==> src/rtl/ssp_rx_deserializer.sv <==
// SSP receive deserializer: rebuilds LSB-first framed words and buffers them in a FWFT FIFO.
// Optional build macro SSP_RX_ERRCNT_EN adds a saturating err_count output.
module ssp_rx_deserializer #(
  parameter int WORD_BITS  = 8,
  parameter int FIFO_DEPTH = 4,
  parameter int AW         = 2
) (
  input  logic                 ck_1356meg,
  input  logic                 rst,
  input  logic                 ssp_frame,
  input  logic                 ssp_din,
  output logic [WORD_BITS-1:0] out_data,
  output logic                 out_valid,
  input  logic                 out_ready,
  output logic                 frame_err,
  output logic                 overflow,
`ifdef SSP_RX_ERRCNT_EN
  output logic [7:0]           err_count,
`endif
  input  logic                 clr_ovf
);

  // Handshake: a word moves to the consumer on every posedge where
  // out_valid and out_ready are both high; out_data is held stable otherwise.

  localparam int CW = (WORD_BITS > 2) ? $clog2(WORD_BITS) : 1;
  localparam logic [CW-1:0] LAST = CW'(WORD_BITS - 1);

  typedef enum logic {
    HUNT  = 1'b0,
    SHIFT = 1'b1
  } state_t;

  state_t                 state;
  logic [CW-1:0]          cnt;
  logic [WORD_BITS-2:0]   shreg;

  logic                   push;
  logic [WORD_BITS-1:0]   push_word;

  logic [WORD_BITS-1:0]   mem [FIFO_DEPTH];
  logic [AW:0]            wr_ptr;
  logic [AW:0]            rd_ptr;
  logic                   full;
  logic                   empty;
  logic                   pop;
  logic                   do_push;
  logic                   drop;

  // The last bit is taken straight from the pin so the word lands in the
  // FIFO on the same edge that samples it.
  always_comb begin
    push      = 1'b0;
    push_word = {ssp_din, shreg};
    if (state == SHIFT && !ssp_frame && cnt == LAST)
      push = 1'b1;
  end

  always_ff @(posedge ck_1356meg) begin
    if (rst) begin
      state     <= HUNT;
      cnt       <= '0;
      shreg     <= '0;
      frame_err <= 1'b0;
    end else begin
      frame_err <= 1'b0;
      case (state)
        HUNT: begin
          if (ssp_frame) begin
            shreg[0] <= ssp_din;
            cnt      <= CW'(1);
            state    <= SHIFT;
          end
        end
        SHIFT: begin
          if (ssp_frame) begin
            // Early frame: drop the partial word and restart on this bit 0.
            frame_err <= 1'b1;
            shreg[0]  <= ssp_din;
            cnt       <= CW'(1);
          end else if (cnt == LAST) begin
            cnt   <= '0;
            state <= HUNT;
          end else begin
            for (int i = 0; i < WORD_BITS - 1; i++)
              if (cnt == CW'(i)) shreg[i] <= ssp_din;
            cnt <= cnt + 1'b1;
          end
        end
        default: begin
          state <= HUNT;
          cnt   <= '0;
        end
      endcase
    end
  end

  assign empty   = (wr_ptr == rd_ptr);
  assign full    = (wr_ptr[AW] != rd_ptr[AW]) && (wr_ptr[AW-1:0] == rd_ptr[AW-1:0]);
  assign pop     = out_ready && !empty;
  assign do_push = push && (!full || pop);
  assign drop    = push && full && !pop;

  assign out_valid = !empty;
  // Gated so the output reads zero while the FIFO holds nothing.
  assign out_data  = empty ? '0 : mem[rd_ptr[AW-1:0]];

  always_ff @(posedge ck_1356meg) begin
    if (do_push)
      mem[wr_ptr[AW-1:0]] <= push_word;
  end

  always_ff @(posedge ck_1356meg) begin
    if (rst) begin
      wr_ptr   <= '0;
      rd_ptr   <= '0;
      overflow <= 1'b0;
    end else begin
      if (do_push) wr_ptr <= wr_ptr + 1'b1;
      if (pop)     rd_ptr <= rd_ptr + 1'b1;
      if (drop)
        overflow <= 1'b1;
      else if (clr_ovf)
        overflow <= 1'b0;
    end
  end

`ifdef SSP_RX_ERRCNT_EN
  logic err_event;
  assign err_event = frame_err || drop;

  always_ff @(posedge ck_1356meg) begin
    if (rst)
      err_count <= '0;
    else if (clr_ovf)
      err_count <= err_event ? 8'd1 : 8'd0;
    else if (err_event && err_count != 8'hFF)
      err_count <= err_count + 8'd1;
  end
`endif

endmodule

==> config.mk <==
export PLATFORM = sky130hd
export DESIGN_NAME = ssp_rx_deserializer
export DESIGN_NICKNAME = d
export VERILOG_FILES = /design/src/rtl/ssp_rx_deserializer.sv
export SDC_FILE = /design/constraint.sdc
export NUM_CORES = 1
export LEC_CHECK = 0
export CAP_MARGIN = 10
export CORE_ASPECT_RATIO = 0.5
export CORE_MARGIN = 4
export CORE_UTILIZATION = 60
export CTS_CLUSTER_DIAMETER = 80
export DETAILED_ROUTE_END_ITERATION = 8
export GPL_TIMING_DRIVEN = 0
export PLACE_DENSITY = 0.89
export SLEW_MARGIN = 25
export SYNTH_ARGS = -nofsm -noshare
export SYNTH_HDL_FRONTEND = slang
export SYNTH_SLANG_ARGS = --single-unit
==> constraint.sdc <==
create_clock -name ck_1356meg -period 2.6 [get_ports ck_1356meg]
set_input_delay 0.26 -clock ck_1356meg [delete_from_list [all_inputs] [get_ports ck_1356meg]]
set_output_delay 0.26 -clock ck_1356meg [all_outputs]
set_load 0.05 [all_outputs]
# After elaboration in Yosys (flattened, before gate mapping)
# Memories as Yosys holds them, arrays and structs flattened. A register that Yosys moved wholly into a read port is not among the register bits.
# Cells that the tools add are included.
# op_classes
eq_ne	13
muxes	21
bitwise	3
addsub	3
reduce_logical	22
# ops
operator	n
4-bit AND reduction	6
3-bit equality test, second input constant	4
1-bit two-way mux	12
3-bit by 1-bit adder with 3-bit output, second input constant	3
3-bit two-way mux	3
8-bit two-way mux	1
1-bit logical AND	7
3-bit by 2-bit equality test with 1-bit output, second input constant	2
3-bit one-hot mux with 2 select lines	1
1-bit logical NOT	4
2-bit two-way mux	2
1-bit one-hot mux with 2 select lines	2
3-bit by 1-bit equality test with 1-bit output, second input constant	1
3-bit equality test	1
3-bit logical NOT	1
3-bit by 2-bit inequality test with 1-bit output, second input constant	1
3-bit inequality test, second input constant	1
1-bit inverter	3
3-bit AND reduction	1
2-bit equality test	1
2-bit inequality test, second input constant	1
2-bit nonzero test	1
2-bit OR reduction	1
1-bit logical OR	1
1-bit inequality test	1
# totals
out_inout_bits	11
input_bits	6
memories	1
wordCells	76
ram_bits	32
register_bits	19
# memory_table
memory	words	width	read_ports	rd_ports_with_merged_regs	write_ports	line	text
mem	4	8	1	1	1	41	logic [WORD_BITS-1:0] mem [FIFO_DEPTH];

# Longest topological paths before layout
# logic_depth
ltp_word	7
depth_mapped	6
mapped_depth_nobuf	6

# Least setup slack after synthesis
# No wires, ideal clock.
# synth_timing
path_kind	flip-flop to output port
start	register wr_ptr[0]
end	output port out_data[0]
t_arrival_ns	1.655
slack_ns	0.685
required_time_ns	2.340
path_buffers	1
path_stages_with_launch	5
cell_sequence	dfxtp_1 -> xor2_1 -> nor3_1 -> clkbuf_1 -> nor2b_1
# synth_via
elab_chain_len	2
# synth_lines
item	line	text
from (decl)	42	logic [AW:0] wr_ptr;
from (signal assigned)	119	if (do_push) wr_ptr <= wr_ptr + 1'b1;
3-bit equality test	98	assign empty = (wr_ptr == rd_ptr);
8-bit two-way mux	106	assign out_data = empty ? '0 : mem[rd_ptr[AW-1:0]];
to (decl)	12	output logic [WORD_BITS-1:0] out_data,
# No other way between the ends.

# Worst setup path in the final report
# layout_timing
start	register wr_ptr[0]
end	output port out_data[3]
# The elaborated chain is that of the path after synthesis.

==> metrics.csv <==
metric;value;unit
status;completed;
root_buffer;clkbuf_8;
numCtsBuffers;5;
dieArea;4830;um2
critPathCaptureType;output port;
area_growth_syn_to_layout;13.1;%
grt_max_degree;17;
critical_path_depth;5;
totalWireLength;3790;um
die_height;51.2;um
ctsHoldBuffers;0;
slew_violations;0;
synth-async-reset-ratio;0;%
hold_depth;3;
gp_congestion;0.766;
period_share;90.2;%
final.min_clock_period;2350;ps
wl_per_cell;15.6;um
slew_headroom;51.8;%
crit_slowest_cell;dlygate4sd2_1;
finalSetupViolCount;0;
track_usage;18.1;%
cts_tree;done;
grt_pass1_wl;6460;um
critPathKind;flop to output port;
ys_ff_latch;53;
holdCritPathClass;input pin to flop;
coreArea;3510;um2
powerDensity;547;nW/um2
p_leak;0.967;nW
drt_iter0_drc;102;
synth-main-ff-cell;edfxtp_1;
n_antenna_cell;0;
firstDrtPassIters;4;
start_kind;flop;
path_delay_family;buffers and inverters;
dpl.cell_count;235;
dp_hpwl;2670;um
antenna_found_initial;0;
stdcell_count;243;
ir_drop;226;uV
ant_nets;0;
yosys.area.top_type_share;42.9;%
final_cell_mix;edfxtp_1 (32), dfxtp_1 (21), nand2_1 (15);
mostFrequentLayoutCell;edfxtp_1;
hold_viol;0;
ys_seq_area_share;61.7;%
finClkSkew;7.74;ps
vias_per_cell;5.53;
htree_num_levels;2;
drive_gt1_share;12.5;%
synth.area.top_cells;edfxtp_1 (43%), dfxtp_1 (19%), mux4_2 (8.0%), ha_1 (6.1%), nand2_1 (2.5%);
clock-sinks;53;
fill_cells;241;
grt_pass1_vias;1341;
synth.largest_area_cell;edfxtp_1;
die_width;94.4;um
fmax;0.426;GHz
worst_pin_slew;714;ps
fin_setup_tns;0;ps
gr-total-overflow;0;
r2r_start;cnt[0];
avgSynthCellArea;13.2;um2
path_clk_slew;90;ps
slowest_delay;540;ps
syn_nets;186;
hp-start;ssp_frame;
netlist_area;2240;um2
cp_num_buf_inv;2;
nNetsFinal;208;
crit_fanout;10;
final_util;72.2;%
hold_ws;340;ps
crit_chain;xor2_1 -> nor3_1 -> clkbuf_2 -> nor2b_1 -> dlygate4sd2_1;
post-cts-setup-buffers;0;
vias;1345;
yosys_warnings;0;
yosysUniqueCellTypes;32;
ios;17;
row_count;15;
max-clock-path-buffers;2;
rsz0062_at_grt;no;
synth_edf_count;32;
placed_cell_area;2450;um2
synthCells;169;
drc;0;
worstPathRequired;2340;ps
crit_path_start;wr_ptr[0];
crit_arrival;2090;ps
numPortBuffers;15;
drv_cap;0;
start_util;63.8;%
clock_latency;300;ps
stdcell_area;2530;um2
worst-r2r-cell-count;5;
synthesized netlist by cell type (all sizes together), types with 2 or more instances:
| master | n |
|---|---|
| a21oi | 9 |
| and2 | 4 |
| buf | 3 |
| clkbuf | 4 |
| dfxtp | 21 |
| edfxtp | 32 |
| ha | 11 |
| inv | 7 |
| mux2i | 3 |
| mux4 | 8 |
| nand2 | 15 |
| nand2b | 2 |
| nand3 | 8 |
| nor2 | 11 |
| nor2b | 9 |
| nor3 | 2 |
| o21ai | 4 |
| xnor2 | 2 |
| xor2 | 4 |
cell type report:
type / count / area [um2] / share of cell area [%]
flip-flops and latches: 53 / 1380 / 54.5
well taps: 51 / 63.8 / 2.52
plain buffers: 7 / 30.0 / 1.19
clock buffers: 6 / 72.6 / 2.87
multi-input cells: 102 / 802 / 31.7
clock inverters: 2 / 13.8 / 0.543
repair buffers: 15 / 143 / 5.63
inverters: 7 / 26.3 / 1.04
stage by stage:
step                      power [W]  setup slack, ps
after global placement     0.000957              270
final                       0.00138              254
after detailed placement   0.000960              231
after CTS                   0.00139             35.5
after global routing        0.00144             65.7
after floorplan            0.000941              685
routing by layer:
layer | GRT usage (%) | up-vias | share of wire, %
li1 | - | 650 | -
met1 | 22.9 | 646 | 45
met2 | 32.2 | 43 | 49
met3 | 3.97 | 6 | 5.0
met4 | 4.32 | 0 | 0.69
met5 | 0 | - | 0
registers in the layout, summed over array words and instances, names as in the netlist, named ones only:
signal and flops:
overflow 1, rd_ptr 3, mem 32, state 1
cnt 3, frame_err 1, shreg 7, wr_ptr 3
cells by family after synthesis:
family / share of synthesized area, %
AOI/OAI and AO/OA: 4.97
xor gates and xnor gates: 2.35
adders and majority gates: 6.15
buffers and inverters: 2.46
DFF: 61.7
muxes: 9.39
and+or+nand+nor: 13.0
path summary, 6_finish.rpt:
path                               endpoint  slack [ps]
worst max-delay path            out_data[3]         250
worst min-delay path              frame_err         340
worst max register to register    mem[0][6]         520
worst min register to register     overflow         480
tightest hold or removal path: stages:
cell,delay [ps]
clkbuf_1,180
nand2_1,120
nor2_1,40
timing repair:
| action | CTS | global route |
|---|---|---|
| endpoints found under the setup margin | 9 | 1 |
| gates resized for setup | 9 | 1 |
| hold endpoints to repair | 0 | 0 |
where the power goes:
group	switching (W)	internal [W]
Clock	0.000252	0.000191
Sequential	0.00000532	0.000888
Combinational	0.0000293	0.0000189
(Power assumes the default switching activity.)
